[src/rtl/rv_pkg.sv]
// Shared encodings for the multicycle RV32I control path.
// States, opcodes and datapath select codes used by control, datapath and ALU decoder.
package rv_pkg;

  typedef enum logic [3:0] {
    S_FETCH    = 4'd0,
    S_DECODE   = 4'd1,
    S_MEMADR   = 4'd2,
    S_MEMREAD  = 4'd3,
    S_MEMWB    = 4'd4,
    S_MEMWRITE = 4'd5,
    S_EXECR    = 4'd6,
    S_EXECI    = 4'd7,
    S_ALUWB    = 4'd8,
    S_BEQ      = 4'd9,
    S_JAL      = 4'd10,
    S_TRAP     = 4'd11
  } state_t;

  localparam logic [6:0] OP_LOAD   = 7'b0000011;
  localparam logic [6:0] OP_STORE  = 7'b0100011;
  localparam logic [6:0] OP_RTYPE  = 7'b0110011;
  localparam logic [6:0] OP_ITYPE  = 7'b0010011;
  localparam logic [6:0] OP_BRANCH = 7'b1100011;
  localparam logic [6:0] OP_JAL    = 7'b1101111;

  localparam logic [1:0] ALU_ADD = 2'b00;
  localparam logic [1:0] ALU_BR  = 2'b01;
  localparam logic [1:0] ALU_FN  = 2'b10;

  localparam logic [1:0] RES_ALUOUT = 2'b00;
  localparam logic [1:0] RES_DATA   = 2'b01;
  localparam logic [1:0] RES_ALURES = 2'b10;

  localparam logic [1:0] SRCA_PC    = 2'b00;
  localparam logic [1:0] SRCA_OLDPC = 2'b01;
  localparam logic [1:0] SRCA_RS1   = 2'b10;

  localparam logic [1:0] SRCB_RS2 = 2'b00;
  localparam logic [1:0] SRCB_IMM = 2'b01;
  localparam logic [1:0] SRCB_4   = 2'b10;

endpackage

[src/rtl/rv_instret_counter.sv]
// Retired-instruction counter; wraps modulo 2^CNT_W.
// clr has priority over inc.
module rv_instret_counter
  #(parameter int CNT_W = 32)
  (
    input  logic             clk,
    input  logic             rst_n,
    input  logic             inc,
    input  logic             clr,
    output logic [CNT_W-1:0] cnt
  );

  always_ff @(posedge clk or negedge rst_n) begin
    if (!rst_n)   cnt <= '0;
    else if (clr) cnt <= '0;
    else if (inc) cnt <= cnt + 1'b1;
  end

endmodule

[src/rtl/rv_multicycle_ctrl.sv]
// Main control FSM of the multicycle RV32I core.
// Optional macro RV_ILLEGAL_TRAP_EN: unknown opcodes trap instead of acting as NOP.
module rv_multicycle_ctrl
  import rv_pkg::*;
  #(parameter int CNT_W = 32)
  (
    input  logic             clk,
    input  logic             rst_n,
    input  logic [6:0]       op,
    input  logic             zero,
    input  logic             mem_ready,
    output logic             pc_write,
    output logic             adr_src,
    output logic             mem_write,
    output logic             ir_write,
    output logic             reg_write,
    output logic [1:0]       result_src,
    output logic [1:0]       alu_src_a,
    output logic [1:0]       alu_src_b,
    output logic [1:0]       alu_op,
    output logic [3:0]       state_o,
    output logic [CNT_W-1:0] instret,
    output logic             illegal_instr
  );

  state_t state, next;
  logic   pc_update, branch;
  logic   ir_w, reg_w, mem_w;
  logic   inc;

  always_ff @(posedge clk or negedge rst_n) begin
    if (!rst_n) state <= S_FETCH;
    else        state <= next;
  end

  always_comb begin
    next       = state;
    pc_update  = 1'b0;
    branch     = 1'b0;
    ir_w       = 1'b0;
    reg_w      = 1'b0;
    mem_w      = 1'b0;
    adr_src    = 1'b0;
    result_src = RES_ALUOUT;
    alu_src_a  = SRCA_PC;
    alu_src_b  = SRCB_RS2;
    alu_op     = ALU_ADD;
    unique case (state)
      S_FETCH: begin
        alu_src_b  = SRCB_4;
        result_src = RES_ALURES;
        ir_w       = mem_ready;
        pc_update  = mem_ready;
        if (mem_ready) next = S_DECODE;
      end
      S_DECODE: begin
        alu_src_a = SRCA_OLDPC;
        alu_src_b = SRCB_IMM;
        unique case (1'b1)
          (op == OP_LOAD),
          (op == OP_STORE):  next = S_MEMADR;
          (op == OP_RTYPE):  next = S_EXECR;
          (op == OP_ITYPE):  next = S_EXECI;
          (op == OP_BRANCH): next = S_BEQ;
          (op == OP_JAL):    next = S_JAL;
          default: begin
`ifdef RV_ILLEGAL_TRAP_EN
            next = S_TRAP;
`else
            next = S_FETCH;
`endif
          end
        endcase
      end
      S_MEMADR: begin
        alu_src_a = SRCA_RS1;
        alu_src_b = SRCB_IMM;
        next      = op[5] ? S_MEMWRITE : S_MEMREAD;
      end
      S_MEMREAD: begin
        adr_src = 1'b1;
        if (mem_ready) next = S_MEMWB;
      end
      S_MEMWB: begin
        result_src = RES_DATA;
        reg_w      = 1'b1;
        next       = S_FETCH;
      end
      S_MEMWRITE: begin
        adr_src = 1'b1;
        mem_w   = 1'b1;
        if (mem_ready) next = S_FETCH;
      end
      S_EXECR: begin
        alu_src_a = SRCA_RS1;
        alu_op    = ALU_FN;
        next      = S_ALUWB;
      end
      S_EXECI: begin
        alu_src_a = SRCA_RS1;
        alu_src_b = SRCB_IMM;
        alu_op    = ALU_FN;
        next      = S_ALUWB;
      end
      S_ALUWB: begin
        reg_w = 1'b1;
        next  = S_FETCH;
      end
      S_BEQ: begin
        alu_src_a = SRCA_RS1;
        alu_op    = ALU_BR;
        branch    = 1'b1;
        next      = S_FETCH;
      end
      S_JAL: begin
        alu_src_a = SRCA_OLDPC;
        alu_src_b = SRCB_4;
        pc_update = 1'b1;
        next      = S_ALUWB;
      end
      S_TRAP: begin
`ifdef RV_ILLEGAL_TRAP_EN
        next = S_TRAP;
`else
        next = S_FETCH;
`endif
      end
      default: next = S_FETCH;
    endcase
  end

  // Enables are gated by rst_n so nothing can fire while reset is held.
  assign pc_write  = rst_n & (pc_update | (branch & zero));
  assign ir_write  = rst_n & ir_w;
  assign reg_write = rst_n & reg_w;
  assign mem_write = rst_n & mem_w;
  assign state_o   = state;

  assign inc = (next == S_FETCH) &&
               (state != S_FETCH) &&
               (state != S_TRAP);

  rv_instret_counter #(.CNT_W(CNT_W)) u_cnt (
    .clk   (clk),
    .rst_n (rst_n),
    .inc   (inc),
    .clr   (1'b0),
    .cnt   (instret)
  );

`ifdef RV_ILLEGAL_TRAP_EN
  always_ff @(posedge clk or negedge rst_n) begin
    if (!rst_n)
      illegal_instr <= 1'b0;
    else if (state == S_DECODE && next == S_TRAP)
      illegal_instr <= 1'b1;
  end
`else
  assign illegal_instr = 1'b0;
`endif

endmodule

[config.mk]
export PLATFORM = sky130hd
export DESIGN_NAME = rv_multicycle_ctrl
export DESIGN_NICKNAME = d
export VERILOG_FILES = /design/src/rtl/rv_pkg.sv /design/src/rtl/rv_instret_counter.sv /design/src/rtl/rv_multicycle_ctrl.sv
export SDC_FILE = /design/constraint.sdc
export NUM_CORES = 1
export LEC_CHECK = 0
export ABC_AREA = 1
export CAP_MARGIN = 15
export CORE_MARGIN = 2
export CORE_UTILIZATION = 40
export CTS_CLUSTER_DIAMETER = 100
export DETAILED_ROUTE_END_ITERATION = 12
export PLACE_DENSITY = 0.71
export REMOVE_ABC_BUFFERS = 1
export SLEW_MARGIN = 5
export SYNTH_ARGS = -nofsm -noshare
export SYNTH_HDL_FRONTEND = slang
export SYNTH_SLANG_ARGS = --single-unit
[constraint.sdc]
create_clock -name clk -period 2.54 [get_ports clk]
set_input_delay 0.381 -clock clk [delete_from_list [all_inputs] [get_ports clk]]
set_output_delay 0.381 -clock clk [all_outputs]
set_load 0.01 [all_outputs]
==> results of run 1 <==
-- cell usage after synthesis --
| cell type | number | share of area (%) |
|---|---|---|
| nand2_1 | 177 | 24 |
| nor2_1 | 74 | 10 |
| nand3_1 | 42 | 7.6 |
| dfrtp_1 | 36 | 33 |
| inv_1 | 36 | 4.9 |
| nand4_1 | 17 | 3.8 |
| nand3b_1 | 11 | 3.0 |
| xnor2_1 | 6 | 1.9 |
| xor2_1 | 6 | 1.9 |
| inv_2 | 5 | 0.68 |
| o21ai_0 | 5 | 0.90 |
| buf_2 | 4 | 0.72 |
| nor2_4 | 4 | 1.6 |
| nand2_2 | 3 | 0.68 |
| nand3_2 | 3 | 1.1 |
| a31oi_1 | 2 | 0.45 |
| buf_4 | 2 | 0.54 |
| buf_6 | 2 | 0.81 |
| clkbuf_1 | 2 | 0.27 |
| a211oi_1 | 1 | 0.27 |
| conb_1 | 1 | 0.14 |
| ha_1 | 1 | 0.45 |
| nand3_4 | 1 | 0.63 |
| nor2_8 | 1 | 0.72 |
| o211ai_1 | 1 | 0.27 |
-- worst max-delay path: stages (launching register included) --
cell             delay (ns)
dfrtp_1                0.43
inv_2                  0.08
nand2_1                0.16
nor2_4                 0.22
nand2_1                0.13
a31oi_1                0.15
clkdlybuf4s50_1        0.55
-- how the worst max path moves through the flow --
stage          cells after the start  slack (ns)            end
3_5_place_dp                      11        0.03  u_cnt.cnt[24]
5_1_grt                            6        0.05       pc_write
6_report                           6        0.14       pc_write
4_1_cts                            6        0.05       pc_write
2_1_floorplan                      6        0.64  u_cnt.cnt[12]
3_3_place_gp                      12        0.11  u_cnt.cnt[20]
-- registers in the layout, indices dropped and copies added (netlist names) --
name and count:
state_o 4, u_cnt.cnt 32
-- kinds of logic (layout without fill, tap and decap cells) --
group | after synthesis | after routing
xor gates and xnor gates | 12 | 12
AOI/OAI and AO/OA | 9 | 9
DFF | 36 | 36
and+or+nand+nor | 333 | 333
buffers and inverters | 51 | 112
other | 1 | 1
adders and majority gates | 1 | 1
-- power by group through the flow --
stage	clock network (W)	registers, W	logic, W
2_1_floorplan	0	0.000697	0.000213
3_3_place_gp	0	0.000694	0.000441
3_5_place_dp	0	0.000694	0.000451
4_1_cts	0.000441	0.000685	0.000453
5_1_grt	0.000467	0.000694	0.000491
6_report	0.000428	0.000683	0.000448
-- final cells by class --
class | instances | area [µm²] | area share (%)
inverters | 41 | 154 | 4.36
clock buffers | 6 | 82.6 | 2.34
well taps | 80 | 100 | 2.84
multi-input cells | 356 | 1650 | 46.9
repair buffers | 63 | 628 | 17.8
clock inverters | 2 | 10.0 | 0.284
flip-flops and latches | 36 | 901 | 25.5
-- stage by stage --
step / instance area, µm² / hold slack (ns) / util [%] / setup slack, ns
4_1_cts: 3520 / 0.162 / 52.2 / 0.0504
3_3_place_gp: 3430 / 0.472 / 50.8 / 0.109
6_report: 3530 / 0.145 / 52.2 / 0.145
5_1_grt: 3530 / 0.180 / 52.2 / 0.0469
2_1_floorplan: 2700 / 0.0854 / - / 0.644
3_5_place_dp: 3430 / 0.476 / 50.8 / 0.0349
-- per-layer routing --
metal  track usage [%]  routed length, µm
met4              6.15                 93
met1              28.8               3470
met3              3.13                419
met5                 0                  0
met2              37.5               3780
-- placed cells by master (no fill, tap or decap), drive strengths merged --
cell type	n
buf	5
ha	1
o211ai	1
xnor2	6
a31oi	2
nand3b	11
dfrtp	36
nor2	79
xor2	6
inv	41
o21ai	5
clkbuf	6
conb	1
clkdlybuf4s50	58
clkinv	2
nand3	46
nand2	180
a211oi	1
nand4	17
==> results.json, run 1 <==
{
  "status": "completed",
  "cp.arrival_ns": 2.01,
  "cts_setup_buffers": 0,
  "cts_buffers": 5,
  "gp_congestion": 0.913,
  "die_h_um": 87.2,
  "antenna_found_initial": 0,
  "synth-adder-area-share_pct": 0.452,
  "coreArea_um2": 6760,
  "nFillCells": 706,
  "drc": 0,
  "netlist_area_um2": 2770,
  "combPwrFrac_pct": 28.7,
  "p_leak_nw": 1.66,
  "cts_tree": "done",
  "setup_viol": 0,
  "period_needed_ns": 2.40,
  "drtIter0Drc": 133,
  "wirelength_um": 7760,
  "synth_top_family_by_area": "simple AND/OR/NAND/NOR gates",
  "drv_cap": 0,
  "r2r_slack_ns": 0.33,
  "r2r-start": "state_o[3]",
  "portBuffers": 59,
  "start_util_pct": 40.9,
  "syn_avg_cell_area_um2": 6.24,
  "worst_ep_required_time_ns": 2.16,
  "ctsResizeCount": 1,
  "seq_power_share_pct": 43.8,
  "synth_cells": 443,
  "power.switching_w": 0.000530,
  "grt_overflow": 0,
  "die_w_um": 87.2,
  "h-tree-depth": 2,
  "synthMuxAreaShare_pct": 0,
  "synth_simple_gate_area_share_pct": 53.2,
  "cp-start-kind": "flop",
  "tns_ns": 0,
  "r2r_cells": 10,
  "yosysUniqueCellTypes": 25,
  "hold_class": "in2async",
  "grt_max_degree": 37,
  "fp.dieArea_um2": 7600,
  "ir_worst_vdd_uv": 374,
  "synth_seq_area_share_pct": 32.6,
  "crit_path_max_fanout": 5,
  "crit_start": "state_o[3]",
  "fin_skew_ns": 0.00449,
  "antenna_cells": 0,
  "p_int_w": 0.00103,
  "finalCritPeriodShare_pct": 94.3,
  "synth-seq-cells": 36,
  "fin_cells": 584,
  "syn_to_final_growth_pct": 27.6,
  "dr_total_vias": 2977,
  "io_pins": 61,
  "endpoint_kind": "output port",
  "dp_hpwl_um": 5920,
  "clock_sinks": 36,
  "placedCellCount": 576,
  "clkLatencyLatePin_ns": 0.29,
  "finish.net_count": 515,
  "yosysWarnings": 0,
  "rsz0062_at_grt": "no",
  "r2r-end": "u_cnt.cnt[6]",
  "p_per_area_nw_per_um2": 442,
  "synth_compound_area_share_pct": 1.90,
  "total_power_w": 0.00156,
  "layout-drive-gt1-share_pct": 6.15,
  "synth_xor_area_share_pct": 3.80,
  "ant_nets": 0,
  "fmax_mhz": 418,
  "grt_pass1_vias": 2822,
  "grtUsageTotal_pct": 21.9,
  "via_per_inst": 5.10,
  "hold_viol": 0,
  "switching_share_pct": 34.0,
  "rows": 30,
  "ctsLongestPathBuffers": 2,
  "post_drt_wl_per_cell_um": 13.3,
  "dr.pass1.iters": 4,
  "grt_pass1_wl_um": 13200,
  "p_clk_share_pct": 27.5,
  "drv_slew": 0,
  "root_buffer": "clkbuf_8",
  "worstSetupPathType": "reg2out",
  "ctsHoldBuffers": 0,
  "clkTransAtPathRegs_ns": 0.07
}
(Power assumes the default switching activity.)
==> run 2: changes to the inputs <==
==> constraint.sdc (replaced) <==
create_clock -name clk -period 2.54 [get_ports clk]
set_input_delay 0.508 -clock clk [delete_from_list [all_inputs] [get_ports clk]]
set_output_delay 0.508 -clock clk [all_outputs]
set_load 0.01 [all_outputs]
==> run 2 against run 1 <==
  * Die area did not move
  * First-iteration DRC count is 22% lower
  * Flip-flop and latch count did not move
  * Combinational power grew 4%
  * Sequential power about the same
  * Design area up 0.32%
  * Count of clock-buffer cells in the layout fell by 1
  * Largest power group unchanged
  * Highest routed layer unchanged
==> results.json, run 2 (synthesis results as in run 1) <==
{
  "portBuffers": 59,
  "cts_tree": "done",
  "clkTransAtPathRegs_ns": 0.07,
  "grt_max_degree": 37,
  "grt_overflow": 0,
  "multi_input_area_um2": 1660,
  "die_h_um": 87.2,
  "fin_skew_ns": 0.00433,
  "tightest_slew_ns": 0.686,
  "register_area_um2": 901,
  "max_stage_delay_ns": 0.55,
  "ctsLongestPathBuffers": 2,
  "root_buffer": "clkbuf_8",
  "cts_buffers": 5,
  "p_leak_nw": 1.66,
  "worst_path_max_delay_cell": "clkdlybuf4s50_1",
  "post_drt_wl_per_cell_um": 13.5,
  "grt_pass1_vias": 2804,
  "h-tree-depth": 2,
  "nFillCells": 689,
  "grtUsageTotal_pct": 21.7,
  "io_pins": 61,
  "dr_total_vias": 2976,
  "status": "completed",
  "finish.net_count": 520,
  "rows": 30,
  "p_per_area_nw_per_um2": 432,
  "layout-drive-gt1-share_pct": 6.92,
  "coreArea_um2": 6760,
  "worst_ep_required_time_ns": 2.03,
  "mostFrequentLayoutCell": "nand2_1",
  "syn_to_final_growth_pct": 28.0,
  "drv_cap": 0,
  "endpoint_kind": "output port",
  "period_needed_ns": 2.44,
  "antenna_found_initial": 0,
  "antenna_cells": 0,
  "dr.pass1.iters": 4,
  "drv_slew": 0,
  "fp.dieArea_um2": 7600,
  "clock_sinks": 36,
  "regMostFlops": "u_cnt.cnt",
  "worstSetupPathType": "reg2out",
  "crit_family": "buffers and inverters",
  "via_per_inst": 5.08,
  "grt_pass1_wl_um": 13100,
  "hold_class": "in2async",
  "clkLatencyLatePin_ns": 0.29,
  "die_w_um": 87.2,
  "drc": 0,
  "dp_hpwl_um": 5970,
  "finalCritPeriodShare_pct": 96.1,
  "tns_ns": 0,
  "ant_nets": 0,
  "worst-path-buf-inv": 2,
  "gp_congestion": 0.896,
  "rsz0062_at_grt": "yes",
  "layout_common_cells": "nand2_1 (177), nor2_1 (71), clkdlybuf4s50_1 (58)",
  "placedCellCount": 577,
  "crit_path_max_fanout": 5,
  "crit_chain": "inv_2 > nand2_1 > nor2_4 > nand2_1 > a31oi_1 > clkdlybuf4s50_1",
  "wirelength_um": 7880,
  "largest_register_ffs": 32,
  "ctsHoldBuffers": 0,
  "drtIter0Drc": 104,
  "cp-start-kind": "flop",
  "crit_top_cell": "nand2_1",
  "hold_viol": 0,
  "start_util_pct": 40.9,
  "slew_headroom_pct": 54.2,
  "cp.arrival_ns": 1.93,
  "setup_viol": 0,
  "fin_cells": 586,
  "ir_worst_vdd_uv": 460,
  "fmax_mhz": 409
}
[run 2: area by class of cell]
class | instances | area share [%]
inverters | 41 | 4.35
flip-flops and latches | 36 | 25.4
clock buffers | 5 | 1.94
repair buffers | 68 | 18.4
well taps | 80 | 2.83
multi-input cells | 356 | 47.0
[run 2: what timing repair did]
item,CTS,global route
buffers inserted,0,4
pin swaps,0,2
resized for setup,2,3
setup endpoints to repair,3,3
[run 2: layer usage]
metal | GRT usage (%) | wire length, µm
met5 | 0 | 0
met4 | 8.11 | 173
met3 | 4.27 | 514
met2 | 36.2 | 3630
met1 | 28.0 | 3570
[run 2: worst reg2reg max path: stages, from the launching register on]
cell	delay (ns)
dfrtp_1	0.44
inv_2	0.06
nand2_1	0.21
nor2_4	0.07
buf_4	0.16
nand2_1	0.10
nand2_2	0.08
nor2_4	0.39
nand3_2	0.14
buf_4	0.23
nand2_1	0.08
nand2_1	0.05
[run 2: path summary, 6_finish.rpt]
path	from	end	slack, ns	cells past startpoint
min reg2reg	u_cnt.cnt[31]	u_cnt.cnt[31]	0.53	2
min in group clk	u_cnt.cnt[31]	u_cnt.cnt[31]	0.53	2
max in group asynchronous	rst_n	u_cnt.cnt[6]	1.93	2
max reg2reg	state_o[3]	u_cnt.cnt[24]	0.43	11
min	rst_n	u_cnt.cnt[23]	0.26	2
max	state_o[3]	pc_write	0.1	6
[run 2: power breakdown]
group	internal (W)	leakage [nW]	switching (W)
Sequential	0.000613	0.496	0.0000709
Combinational	0.000211	1.13	0.000256
Clock	0.000177	0.0359	0.000202
[run 2: per-stage QoR]
stage          power, W  cell area [µm²]  hold WS (ns)  setup slack, ns  utilization, %
2_1_floorplan  0.000910             2700         0.212            0.643               -
3_3_place_gp    0.00113             3420         0.508            0.123            50.7
3_5_place_dp    0.00114             3420         0.523            0.142            50.7
4_1_cts         0.00152             3500         0.290           0.0102            51.8
5_1_grt         0.00161             3540         0.315         -0.00492            52.4
6_report        0.00153             3540         0.256           0.0979            52.4
